[src/rtl/pipe_ctrl_pkg.sv]
// Shared constants and types for the pipeline controller.
package pipe_ctrl_pkg;

  localparam logic RST_ENABLE = 1'b1;
  localparam int unsigned INST_ADDR_LENGTH = 16;
  localparam logic [INST_ADDR_LENGTH-1:0] ZERO16 = '0;

  // Bit positions inside the per-stage stall vector.
  localparam int unsigned STG_PC  = 5;
  localparam int unsigned STG_IF  = 4;
  localparam int unsigned STG_ID  = 3;
  localparam int unsigned STG_EX  = 2;
  localparam int unsigned STG_MEM = 1;
  localparam int unsigned STG_WB  = 0;

  typedef enum logic [1:0] {
    PcsIdle     = 2'd0,
    PcsMulti    = 2'd1,
    PcsIntDrain = 2'd2,
    PcsIntRedir = 2'd3
  } pcs_state_e;

endpackage

[src/rtl/pipe_ctrl_if.sv]
// Bundle between the datapath (master) and the pipeline controller (slave).
interface pipe_ctrl_if
  import pipe_ctrl_pkg::*;
();

  logic                        stallreqId_i;
  logic                        stallreqEx_i;
  logic [3:0]                  exCycles_i;
  logic                        stallreqMem_i;
  logic                        branchFlag_i;
  logic [INST_ADDR_LENGTH-1:0] branchAddr_i;
  logic                        intReq_i;
  logic [INST_ADDR_LENGTH-1:0] pcId_i;

  logic [5:0]                  stall_o;
  logic                        flush_o;
  logic                        pcNewFlag_o;
  logic [INST_ADDR_LENGTH-1:0] pcNew_o;
  logic [INST_ADDR_LENGTH-1:0] epc_o;
  logic                        intAck_o;

  modport master (
    output stallreqId_i, stallreqEx_i, exCycles_i, stallreqMem_i,
    output branchFlag_i, branchAddr_i, intReq_i, pcId_i,
    input  stall_o, flush_o, pcNewFlag_o, pcNew_o, epc_o, intAck_o
  );

  modport slave (
    input  stallreqId_i, stallreqEx_i, exCycles_i, stallreqMem_i,
    input  branchFlag_i, branchAddr_i, intReq_i, pcId_i,
    output stall_o, flush_o, pcNewFlag_o, pcNew_o, epc_o, intAck_o
  );

endinterface

[src/rtl/pipe_ctrl_stall_prefix.sv]
// Folds the three stall source levels into a monotone prefix vector:
// a hold at stage k always holds every earlier stage as well.
module pipe_ctrl_stall_prefix
  import pipe_ctrl_pkg::*;
(
  input  logic       mem_i,
  input  logic       ex_i,
  input  logic       id_i,
  output logic [5:0] stall_o
);

  // Each stage holds if its own source or any later-stage source is active.
  always_comb begin
    stall_o          = '0;
    stall_o[STG_WB]  = 1'b0;
    stall_o[STG_MEM] = mem_i;
    stall_o[STG_EX]  = mem_i | ex_i;
    stall_o[STG_ID]  = mem_i | ex_i | id_i;
    stall_o[STG_IF]  = mem_i | ex_i | id_i;
    stall_o[STG_PC]  = mem_i | ex_i | id_i;
  end

endmodule

[src/rtl/pipe_ctrl.sv]
// Pipeline controller: merges stall requests, sequences multi-cycle EX ops
// and interrupt entry, and drives the PC redirect.
module pipe_ctrl
  import pipe_ctrl_pkg::*;
#(
  parameter logic [INST_ADDR_LENGTH-1:0] INT_VECTOR   = 16'h0008,
  parameter int unsigned                 DRAIN_CYCLES = 2
) (
  input  logic        clk_i,
  input  logic        rst_i,
  pipe_ctrl_if.slave  bus
);

  pcs_state_e                  state_q, state_d;
  logic [3:0]                  cnt_q, cnt_d;
  logic [INST_ADDR_LENGTH-1:0] epc_q, epc_d;

  logic       active;
  logic       ex_accept;
  logic       lvl_mem, lvl_ex, lvl_id;
  logic       branch_ok;
  logic [5:0] stall;

  // Outputs are forced quiet while reset is asserted.
  assign active = (rst_i != RST_ENABLE);

  // Stall source levels; an EX request with zero cycles is not a request.
  always_comb begin
    ex_accept = active && (state_q == PcsIdle) && bus.stallreqEx_i &&
                (bus.exCycles_i != 4'd0);
    lvl_mem   = active && bus.stallreqMem_i;
    lvl_ex    = active && ((state_q == PcsMulti) || ex_accept);
    lvl_id    = active && (bus.stallreqId_i || (state_q == PcsIntDrain));
  end

  pipe_ctrl_stall_prefix u_stall_prefix (
    .mem_i   (lvl_mem),
    .ex_i    (lvl_ex),
    .id_i    (lvl_id),
    .stall_o (stall)
  );

  // Redirect, flush and acknowledge; interrupt redirect beats any branch.
  always_comb begin
    branch_ok       = active && bus.branchFlag_i && !stall[STG_EX];
    bus.stall_o     = stall;
    bus.flush_o     = 1'b0;
    bus.pcNewFlag_o = 1'b0;
    bus.pcNew_o     = ZERO16;
    bus.intAck_o    = 1'b0;
    unique case (state_q)
      PcsIntRedir: begin
        bus.flush_o     = active;
        bus.pcNewFlag_o = active;
        bus.pcNew_o     = active ? INT_VECTOR : ZERO16;
        bus.intAck_o    = active;
      end
      PcsIntDrain: begin
        // Branch during drain only retargets the return address.
        bus.flush_o = branch_ok;
      end
      PcsIdle, PcsMulti: begin
        bus.flush_o     = branch_ok;
        bus.pcNewFlag_o = branch_ok;
        bus.pcNew_o     = branch_ok ? bus.branchAddr_i : ZERO16;
      end
    endcase
  end

  assign bus.epc_o = epc_q;

  // Next-state, counter and return-address capture.
  always_comb begin
    state_d = state_q;
    cnt_d   = cnt_q;
    epc_d   = epc_q;
    unique case (state_q)
      PcsIdle: begin
        if (ex_accept) begin
          // N = 1 stalls only this cycle and stays idle.
          if (bus.exCycles_i >= 4'd2) begin
            state_d = PcsMulti;
            cnt_d   = bus.exCycles_i - 4'd2;
          end
        end else if (bus.intReq_i && !branch_ok) begin
          state_d = PcsIntDrain;
          cnt_d   = 4'(DRAIN_CYCLES - 1);
          epc_d   = bus.pcId_i;
        end
      end
      PcsMulti: begin
        // Counts regardless of a MEM stall.
        if (cnt_q == 4'd0) begin
          state_d = PcsIdle;
        end else begin
          cnt_d = cnt_q - 4'd1;
        end
      end
      PcsIntDrain: begin
        if (branch_ok) begin
          epc_d = bus.branchAddr_i;
        end
        // A MEM stall freezes the drain.
        if (!bus.stallreqMem_i) begin
          if (cnt_q == 4'd0) begin
            state_d = PcsIntRedir;
          end else begin
            cnt_d = cnt_q - 4'd1;
          end
        end
      end
      PcsIntRedir: begin
        state_d = PcsIdle;
      end
    endcase
  end

  // State registers with synchronous reset.
  always_ff @(posedge clk_i) begin
    if (rst_i == RST_ENABLE) begin
      state_q <= PcsIdle;
      cnt_q   <= 4'd0;
      epc_q   <= ZERO16;
    end else begin
      state_q <= state_d;
      cnt_q   <= cnt_d;
      epc_q   <= epc_d;
    end
  end

endmodule
[src/flat_wrapper.sv]
// flat-port wrapper written by rule: the top's interface ports become plain ports
module pipe_ctrl_flat import pipe_ctrl_pkg::*;
#(
  parameter logic [INST_ADDR_LENGTH-1:0] INT_VECTOR   = 16'h0008,
  parameter int unsigned                 DRAIN_CYCLES = 2
)
  (clk_i, rst_i, bus_stallreqId_i, bus_stallreqEx_i, bus_exCycles_i, bus_stallreqMem_i, bus_branchFlag_i, bus_branchAddr_i, bus_intReq_i, bus_pcId_i, bus_stall_o, bus_flush_o, bus_pcNewFlag_o, bus_pcNew_o, bus_epc_o, bus_intAck_o);
  pipe_ctrl_if bus_i ();
  input  logic clk_i;
  input  logic rst_i;
  input wire logic [$bits(bus_i.stallreqId_i)-1:0] bus_stallreqId_i;
  input wire logic [$bits(bus_i.stallreqEx_i)-1:0] bus_stallreqEx_i;
  input wire logic [$bits(bus_i.exCycles_i)-1:0] bus_exCycles_i;
  input wire logic [$bits(bus_i.stallreqMem_i)-1:0] bus_stallreqMem_i;
  input wire logic [$bits(bus_i.branchFlag_i)-1:0] bus_branchFlag_i;
  input wire logic [$bits(bus_i.branchAddr_i)-1:0] bus_branchAddr_i;
  input wire logic [$bits(bus_i.intReq_i)-1:0] bus_intReq_i;
  input wire logic [$bits(bus_i.pcId_i)-1:0] bus_pcId_i;
  output wire logic [$bits(bus_i.stall_o)-1:0] bus_stall_o;
  output wire logic [$bits(bus_i.flush_o)-1:0] bus_flush_o;
  output wire logic [$bits(bus_i.pcNewFlag_o)-1:0] bus_pcNewFlag_o;
  output wire logic [$bits(bus_i.pcNew_o)-1:0] bus_pcNew_o;
  output wire logic [$bits(bus_i.epc_o)-1:0] bus_epc_o;
  output wire logic [$bits(bus_i.intAck_o)-1:0] bus_intAck_o;
  assign bus_i.stallreqId_i = bus_stallreqId_i;
  assign bus_i.stallreqEx_i = bus_stallreqEx_i;
  assign bus_i.exCycles_i = bus_exCycles_i;
  assign bus_i.stallreqMem_i = bus_stallreqMem_i;
  assign bus_i.branchFlag_i = bus_branchFlag_i;
  assign bus_i.branchAddr_i = bus_branchAddr_i;
  assign bus_i.intReq_i = bus_intReq_i;
  assign bus_i.pcId_i = bus_pcId_i;
  assign bus_stall_o = bus_i.stall_o;
  assign bus_flush_o = bus_i.flush_o;
  assign bus_pcNewFlag_o = bus_i.pcNewFlag_o;
  assign bus_pcNew_o = bus_i.pcNew_o;
  assign bus_epc_o = bus_i.epc_o;
  assign bus_intAck_o = bus_i.intAck_o;
  pipe_ctrl #(.INT_VECTOR(INT_VECTOR), .DRAIN_CYCLES(DRAIN_CYCLES)) u_core (.clk_i(clk_i), .rst_i(rst_i), .bus(bus_i));
endmodule
[config.mk]
export PLATFORM = sky130hd
export DESIGN_NAME = pipe_ctrl_flat
export DESIGN_NICKNAME = d
export VERILOG_FILES = /design/src/rtl/pipe_ctrl_pkg.sv /design/src/rtl/pipe_ctrl_if.sv /design/src/rtl/pipe_ctrl_stall_prefix.sv /design/src/rtl/pipe_ctrl.sv /design/src/flat_wrapper.sv
export SDC_FILE = /design/constraint.sdc
export NUM_CORES = 1
export LEC_CHECK = 0
export ABC_AREA = 1
export BUFFER_PORTS_ARGS = -buffer_cell sky130_fd_sc_hd__buf_2
export CORE_MARGIN = 1
export CORE_UTILIZATION = 46
export DETAILED_ROUTE_END_ITERATION = 16
export PLACE_DENSITY = 0.89
export SKIP_CTS_REPAIR_TIMING = 1
export SLEW_MARGIN = 40
export SYNTH_ARGS = -nofsm -noshare
export SYNTH_HDL_FRONTEND = slang
export SYNTH_SLANG_ARGS = --single-unit
[constraint.sdc]
create_clock -name clk_i -period 2.1 [get_ports clk_i]
set_input_delay 0.21 -clock clk_i [delete_from_list [all_inputs] [get_ports clk_i]]
set_output_delay 0.21 -clock clk_i [all_outputs]
set_load 0.05 [all_outputs]
==> results by group, run 1 <==
Yosys
  – Largest family of logic cells by synthesized area: simple AND/OR/NAND/NOR gates
  – Yosys top cell area share: 26.0%
  – Cells after Synth: 278
  – Distinct cells, synth: 31
  – Post-synthesis sequential area ratio: 26.0%
  – Complex-gate fraction of the synthesized area: 5.17%
  – Yosys reg bits: 22
  – Post-synth EDFFs: 0
  – Mapped Area: 1690 sq um
  – Commonest register cell after synthesis: dfxtp_1
  – Mean cell area of the mapped netlist: 6.09 sq um
  – Yosys Warn Count: 0
  – Post-synthesis adder-cell area fraction: 6.65%
  – Multiplexer share of the synthesized area: 0%
  – Post-Synth Simple-Gate Area: 50.3%
  – Syn nets: 330
  – Yosys top cell by area: dfxtp_1
  – Synth Area in XOR/XNOR: 0.517%
  – Top area cells in the synthesized netlist: dfxtp_1 (26%), nand2_1 (20%), nor2_1 (14%)
  – Fraction of registers with async set/reset: 0%

Clock tree
  – Root Buffer Master: clkbuf_8
  – H-tree levels: 1
  – Num CTS Buffers: 3
  – Longest Clk Path Bufs: 2
  – TritonCTS clock tree: done
  – Clock sinks: 22
  – Reg clk slew, reported paths: 80 ps
  – Worst skew pair latency: 260 ps

Min path
  – Worst Hold Class: primary input to flip-flop
  – WHS Path Cells: 5

Floorplanning
  – Initial Util: 49.2%
  – Die X: 62.7 microns
  – Die height: 62.7 microns
  – Num ports: 84
  – Core Box Area: 3440 sq um
  – FP Rows: 21
  – Die area: 3930 sq um

Setup path
  – WP data required: 1890 ps
  – Critical Path Source Type: flip-flop
  – Worst Setup End Kind: output pin
  – Most frequent CP cell: nor2_4
  – Stages on worst setup path: 9
  – CP max stage delay: 340 ps
  – CP Launch Point: u_core.state_q[1]
  – Critical path, cell by cell: inv_2 > ha_2 > nor2_4 > nand3_4 > nor2_4 > clkinvlp_4 > clkbuf_16 > nor2_4 > buf_8
  – Worst r2r path cells: 9
  – Max stage delay cell, worst path: dfxtp_2
  – FF-to-FF End: u_core.bus.epc_o[12]
  – RR Startpoint: u_core.state_q[0]
  – CP arrival: 1930 ps
  – Worst Setup EP: bus_pcNew_o[10]
  – Worst path bufs/invs: 4
  – Crit path kind: flip-flop to output pin
  – Crit Path Max Fanout: 7
  – Delay-heaviest family, CP: buffers and inverters
  – Reg2Reg Setup Slack: 70 ps

Final layout
  – Fraction of layout cells with a size suffix above 1: 40.3%
  – # diodes: 0
  – Commonest non-fill, non-tap cells in the layout: nand2_1 (88), buf_2 (67), nor2_1 (46)
  – Area growth from synthesis to layout: 48.3%
  – Commonest non-fill, non-tap cell in the layout: nand2_1
  – Finished Layout Cells: 411
  – Fin nets: 418

Route
  – Drt wl/cell: 13.8 microns
  – Vias per inst: 5.24
  – Final WL: 5680 microns
  – Antenna viol nets, final: 0
  – Starting DRT DRC Count: 162
  – Pre-Repair DR Iteration Count: 7
  – Vias after detailed routing: 2,155
  – DRC Markers: 0

Global route
  – Initial antenna violation count: 0
  – Pin count of the biggest net entering global routing: 25
  – First-pass GRT wire length: 7800 microns
  – Total GRT Usage: 24.0%
  – Total gr overflow: 0
  – Vias in the first global route: 1,825

Placed design
  – Setup WS pre-CTS: -17.0 ps
  – Port Buffer Count: 82
  – GP Congestion: 0.821
  – Dpl hpwl: 3440 microns
  – Inst Count DP: 402

Timing
  – Clock skew after layout: 2.49 ps
  – Finish-stage setup viols: 10
  – Hold Fails Final Rpt: 0
  – Post-route setup TNS: -206 ps
  – RSZ-0062 raised after global routing: true
  – Slew Viols, Final: 0
  – Final hold slack: 291 ps
  – FMAX: 467 MHz
  – Slack of the critical path: -39.5 ps
  – Min cycle time layout: 2140 ps
  – Final period util: 102%

Pwr
  – Flop pwr share: 17.1%
  – Pwr Density: 1720 nW/um^2
  – Sw frac: 56.7%
  – Power share of the clock group: 9.1%
  – Internal power: 1.88 mW
  – Worst vdd ir: 1000 uV
  – Psw: 2.45 mW
  – Final total power: 4.33 mW
  – Combinational share of power: 73.9%
  – Leakage: 1.34 nW

Job
  – Max-Cap Viols: 0

Run status
  – Outcome: finished, violations left
  – Failing checks: setup timing
how the worst min path moves through the flow:
stage               slack, ps             endpoint           startpoint
finish                    290  u_core.bus.epc_o[8]        bus_pcId_i[8]
floorplan                 380  u_core.bus.epc_o[2]                rst_i
CTS                       290  u_core.bus.epc_o[8]        bus_pcId_i[8]
global placement          460  u_core.bus.epc_o[7]  u_core.bus.epc_o[7]
global route              290  u_core.bus.epc_o[0]        bus_pcId_i[0]
detailed placement        470  u_core.bus.epc_o[3]  u_core.bus.epc_o[3]
final cells by class:
class                      instances  area [sq um]
clock buffer                       3          41.3
timing repair buffer              98           658
inverter                          24          93.8
sequential                        22           445
clock inverter                     1          30.0
multi-input combinational        217          1180
fill                             269           931
tap                               46          57.6
state kept, by name, indices dropped and copies added, names as in the netlist:
register          cells
u_core.cnt_q          4
u_core.state_q        2
u_core.bus.epc_o     16
power groups by stage:
stage	sequential [mW]	combinational, mW	clock [mW]
final	0.739	3.20	0.393
after global routing	0.762	3.46	0.422
after CTS	0.719	2.88	0.398
after detailed placement	0.726	2.87	0
after global placement	0.718	2.80	0
after floorplan	1.20	1.84	0
metrics by stage:
step | utilization (%) | cell area, sq um
after floorplan | - | 1740
after global placement | 63.7 | 2190
after detailed placement | 63.7 | 2190
after CTS | 65.8 | 2260
after global routing | 73.0 | 2510
final | 73.0 | 2510
layer usage:
layer / up-vias / part of all wire [%] / global-route usage, %
met1: 959 / 38 / 29.2
met5: - / 0 / 0
met4: 0 / 4.5 / 5.52
li1: 1041 / - / -
met2: 126 / 51 / 42.3
met3: 29 / 7.3 / 5.84
worst min-delay path, stage by stage:
cell and delay [ps]:
buf_2 70, nand2_1 40, nand4_1 80, nand2_1 50, nor2_1 70
synthesized netlist by cell type, types with 2 or more instances:
cell,instances
a21oi_1,3
buf_2,3
buf_4,4
clkbuf_1,5
dfxtp_1,22
ha_1,9
inv_1,22
nand2_1,88
nand2_2,3
nand3_1,4
nand4_1,19
nor2_1,64
nor2_2,10
o21ai_0,4
o31ai_1,2
cells by family (layout without fill, tap and decap cells):
logic type               count (synthesis)  in the layout
AND/OR/NAND/NOR                        193            193
buffers and inverters                   39            126
flip-flops                              22             22
AO/OA/AOI/OAI                           13             13
adder cells (fa/ha/maj)                  9              9
other                                    1              1
XOR/XNOR                                 1              1
Note: power is estimated with default switching activity, not from simulation.
==> run 2, diff against run 1 <==
--- a/config.mk
+++ b/config.mk
@@ -8,10 +8,11 @@
 export ABC_AREA = 1
 export BUFFER_PORTS_ARGS = -buffer_cell sky130_fd_sc_hd__buf_2
 export CORE_MARGIN = 1
-export CORE_UTILIZATION = 46
+export CORE_UTILIZATION = 50
 export DETAILED_ROUTE_END_ITERATION = 16
-export PLACE_DENSITY = 0.89
+export PLACE_DENSITY = 0.95
 export SKIP_CTS_REPAIR_TIMING = 1
+export SKIP_LAST_GASP = 1
 export SLEW_MARGIN = 40
 export SYNTH_ARGS = -nofsm -noshare
 export SYNTH_HDL_FRONTEND = slang
==> constraint.sdc (replaced) <==
create_clock -name clk_i -period 2.75 [get_ports clk_i]
set_input_delay 0.55 -clock clk_i [delete_from_list [all_inputs] [get_ports clk_i]]
set_output_delay 0.55 -clock clk_i [all_outputs]
set_load 0.05 [all_outputs]
==> run 2 against run 1 <==
The flow now finishes without violations; clock power fell by 36%; global-route usage up 0.35 points; clock skew is essentially flat; count of clock-buffer cells in the layout is the same; worst setup slack gained 130 ps; core utilization fell by 2.2 points; total power is 31% lower; critical endpoint is now bus_pcNew_o[5].
==> results by group, run 2 (same netlist as run 1, synthesis figures left out) <==
Timing
  – RSZ-0062 raised after global routing: false
  – Min cycle time layout: 2660 ps
  – Hold Fails Final Rpt: 0 (unchanged)
  – Slew Viols, Final: 0 (unchanged)
  – Final hold slack: 489 ps (+197 ps)
  – Least-Margin Pin Slew: 780 ps
  – FMAX: 377 MHz
  – Rel. slew slack: 48.0%
  – Clock skew after layout: 2.61 ps (+0.114 ps)
  – Finish-stage setup viols: 0 (-10)
  – Final period util: 96.6%
  – Post-route setup TNS: 0 ps (+206 ps)

Placed design
  – Area after DPL: 2100 sq um (-4.2%)
  – Port Buffer Count: 82 (unchanged)
  – Dpl hpwl: 3320 microns (-3.4%)
  – GP Congestion: 0.861 (+4.9%)

Pwr
  – Leakage: 1.25 nW (-6.7%)
  – Pwr Density: 1340 nW/um^2 (-22%)
  – Power share of the clock group: 8.5% (-0.6 points)
  – Psw: 1.70 mW (-31%)
  – Combinational share of power: 72.7% (-1.2 points)
  – Sw frac: 57.4% (+0.72 points)
  – Final total power: 2.97 mW (-31%)
  – Internal power: 1.27 mW (-33%)
  – Worst vdd ir: 783 uV (-22%)
  – Flop pwr share: 18.8% (+1.7 points)

Job
  – Max-Cap Viols: 0 (unchanged)

Global route
  – Total GRT Usage: 24.4% (+0.35 points)
  – Met1 Resource Use GR: 30.1% (+0.86 points)
  – Vias in the first global route: 1,679 (-8.0%)
  – Pin count of the biggest net entering global routing: 25 (unchanged)
  – Initial antenna violation count: 0 (unchanged)
  – GR Util met3: 3.25% (-2.6 points)
  – First-pass GRT wire length: 6890 microns (-12%)
  – Total gr overflow: 0 (unchanged)
  – GR Util met2: 45.1% (+2.8 points)
  – GRT Max-Usage Layer: met2

Clock tree
  – Clock sinks: 22 (unchanged)
  – H-tree levels: 1 (unchanged)
  – Worst skew pair latency: 310 ps (+50 ps)
  – Num CTS Buffers: 3 (unchanged)
  – TritonCTS clock tree: done
  – Reg clk slew, reported paths: 130 ps (+50 ps)
  – Longest Clk Path Bufs: 2 (unchanged)
  – Root Buffer Master: clkbuf_4

Setup path
  – Crit Path Max Fanout: 9 (+2)
  – Delay-heaviest family, CP: simple AND/OR/NAND/NOR gates
  – Critical Path Source Type: flip-flop
  – RR Startpoint: u_core.state_q[0]
  – Worst path bufs/invs: 3 (-1)
  – Reg2Reg Setup Slack: 500 ps (+430 ps)
  – Max stage delay cell, worst path: dfxtp_2
  – CP arrival: 2110 ps (+180 ps)
  – Most frequent CP cell: nor2_4
  – FF-to-FF End: u_core.bus.epc_o[7]
  – Crit path kind: flip-flop to output pin
  – CP max stage delay: 390 ps (+50 ps)
  – Worst Setup End Kind: output pin
  – WP data required: 2200 ps (+310 ps)
  – Critical path, cell by cell: inv_1 > ha_4 > nand2_2 > nor2_4 > nand2_8 > nand3_4 > nor2_4 > clkinvlp_4 > nor2_1 > buf_4
  – Worst r2r path cells: 7 (-2)

Route
  – Antenna viol nets, final: 0 (unchanged)
  – DRC Markers: 0 (unchanged)
  – Drt wl/cell: 11.3 microns (-18%)
  – Pre-Repair DR Iteration Count: 4 (-3)
  – Final WL: 4490 microns (-21%)
  – Vias after detailed routing: 2,013 (-6.6%)
  – Vias per inst: 5.05 (-3.8%)
  – Starting DRT DRC Count: 81 (-50%)

Floorplanning
  – FP Rows: 20 (-4.8%)
  – Initial Util: 54.1% (+4.9 points)
  – Die X: 60.2 microns (-4.0%)
  – Die area: 3620 sq um (-7.8%)
  – Die height: 60.2 microns (-4.0%)
  – Core Box Area: 3130 sq um (-9.1%)
  – Num ports: 84 (unchanged)

Final layout
  – Area growth from synthesis to layout: 30.7%
  – Design Area, Final: 2210 sq um (-12%)
  – Commonest non-fill, non-tap cells in the layout: nand2_1 (88), buf_2 (71), nor2_1 (62)
  – Commonest non-fill, non-tap cell in the layout: nand2_1
  – Largest register FFs: 16 (unchanged)
  – # diodes: 0 (unchanged)
  – Fin nets: 408 (-2.4%)
  – Post-layout util: 70.8% (-2.2 points)
  – Fraction of layout cells with a size suffix above 1: 33.2% (-7.0 points)
  – Fill cells: 277 (+3.0%)

Min path
  – Worst Hold Path EP: u_core.bus.epc_o[4]
  – HP Start: u_core.bus.epc_o[4]
  – Worst Hold Class: flip-flop to flip-flop
  – WHS Path Cells: 2 (-3)

Run status
  – Outcome: finished clean
==> run 2: routing by layer <==
layer | part of all wire, % | wire length (microns)
met2 | 52 | 2330
met1 | 41 | 1860
met3 | 6.3 | 283
met4 | 0.38 | 17
met5 | 0 | 0
==> run 2: cell type report <==
| type | instances | area (sq um) | area share [%] |
|---|---|---|---|
| timing repair buffer | 87 | 475 | 21.5 |
| inverter | 24 | 90.1 | 4.07 |
| clock buffer | 3 | 22.5 | 1.02 |
| clock inverter | 1 | 30.0 | 1.36 |
| timing repair inverter | 1 | 7.51 | 0.339 |
| sequential | 22 | 443 | 20.0 |
| tap | 44 | 55.1 | 2.49 |
| multi-input combinational | 217 | 1090 | 49.2 |
==> run 2: worst max-delay path by stage <==
| stage | cells after the start | end | slack (ps) | start |
|---|---|---|---|---|
| after floorplan | 10 | bus_pcNew_o[0] | 80 | u_core.state_q[0] |
| after global placement | 9 | bus_pcNew_o[15] | 300 | bus_exCycles_i[2] |
| after detailed placement | 9 | bus_pcNew_o[15] | 220 | bus_exCycles_i[2] |
| after CTS | 10 | bus_pcNew_o[15] | -110 | u_core.state_q[0] |
| after global routing | 10 | bus_pcNew_o[10] | 20 | u_core.state_q[0] |
| final | 10 | bus_pcNew_o[5] | 90 | u_core.state_q[0] |
==> run 2: power groups by stage <==
stage               clock (mW)  sequential (mW)  combinational, mW
floorplan                    0            0.914               1.38
global route             0.270            0.579               2.39
global placement             0            0.553               2.04
CTS                      0.255            0.553               2.09
detailed placement           0            0.561               2.08
finish                   0.252            0.559               2.16
==> run 2: stage by stage <==
| stage | instances | setup WS [ps] |
|---|---|---|
| after global placement | 394 | 299 |
| after floorplan | 278 | 80.6 |
| final | 399 | 94.4 |
| after detailed placement | 394 | 223 |
| after CTS | 398 | -106 |
| after global routing | 399 | 23.5 |
==> run 2: worst min-delay path, stage by stage (launching register included) <==
cell	delay, ps
dfxtp_1	340
nor2_1	40
nor2_1	80
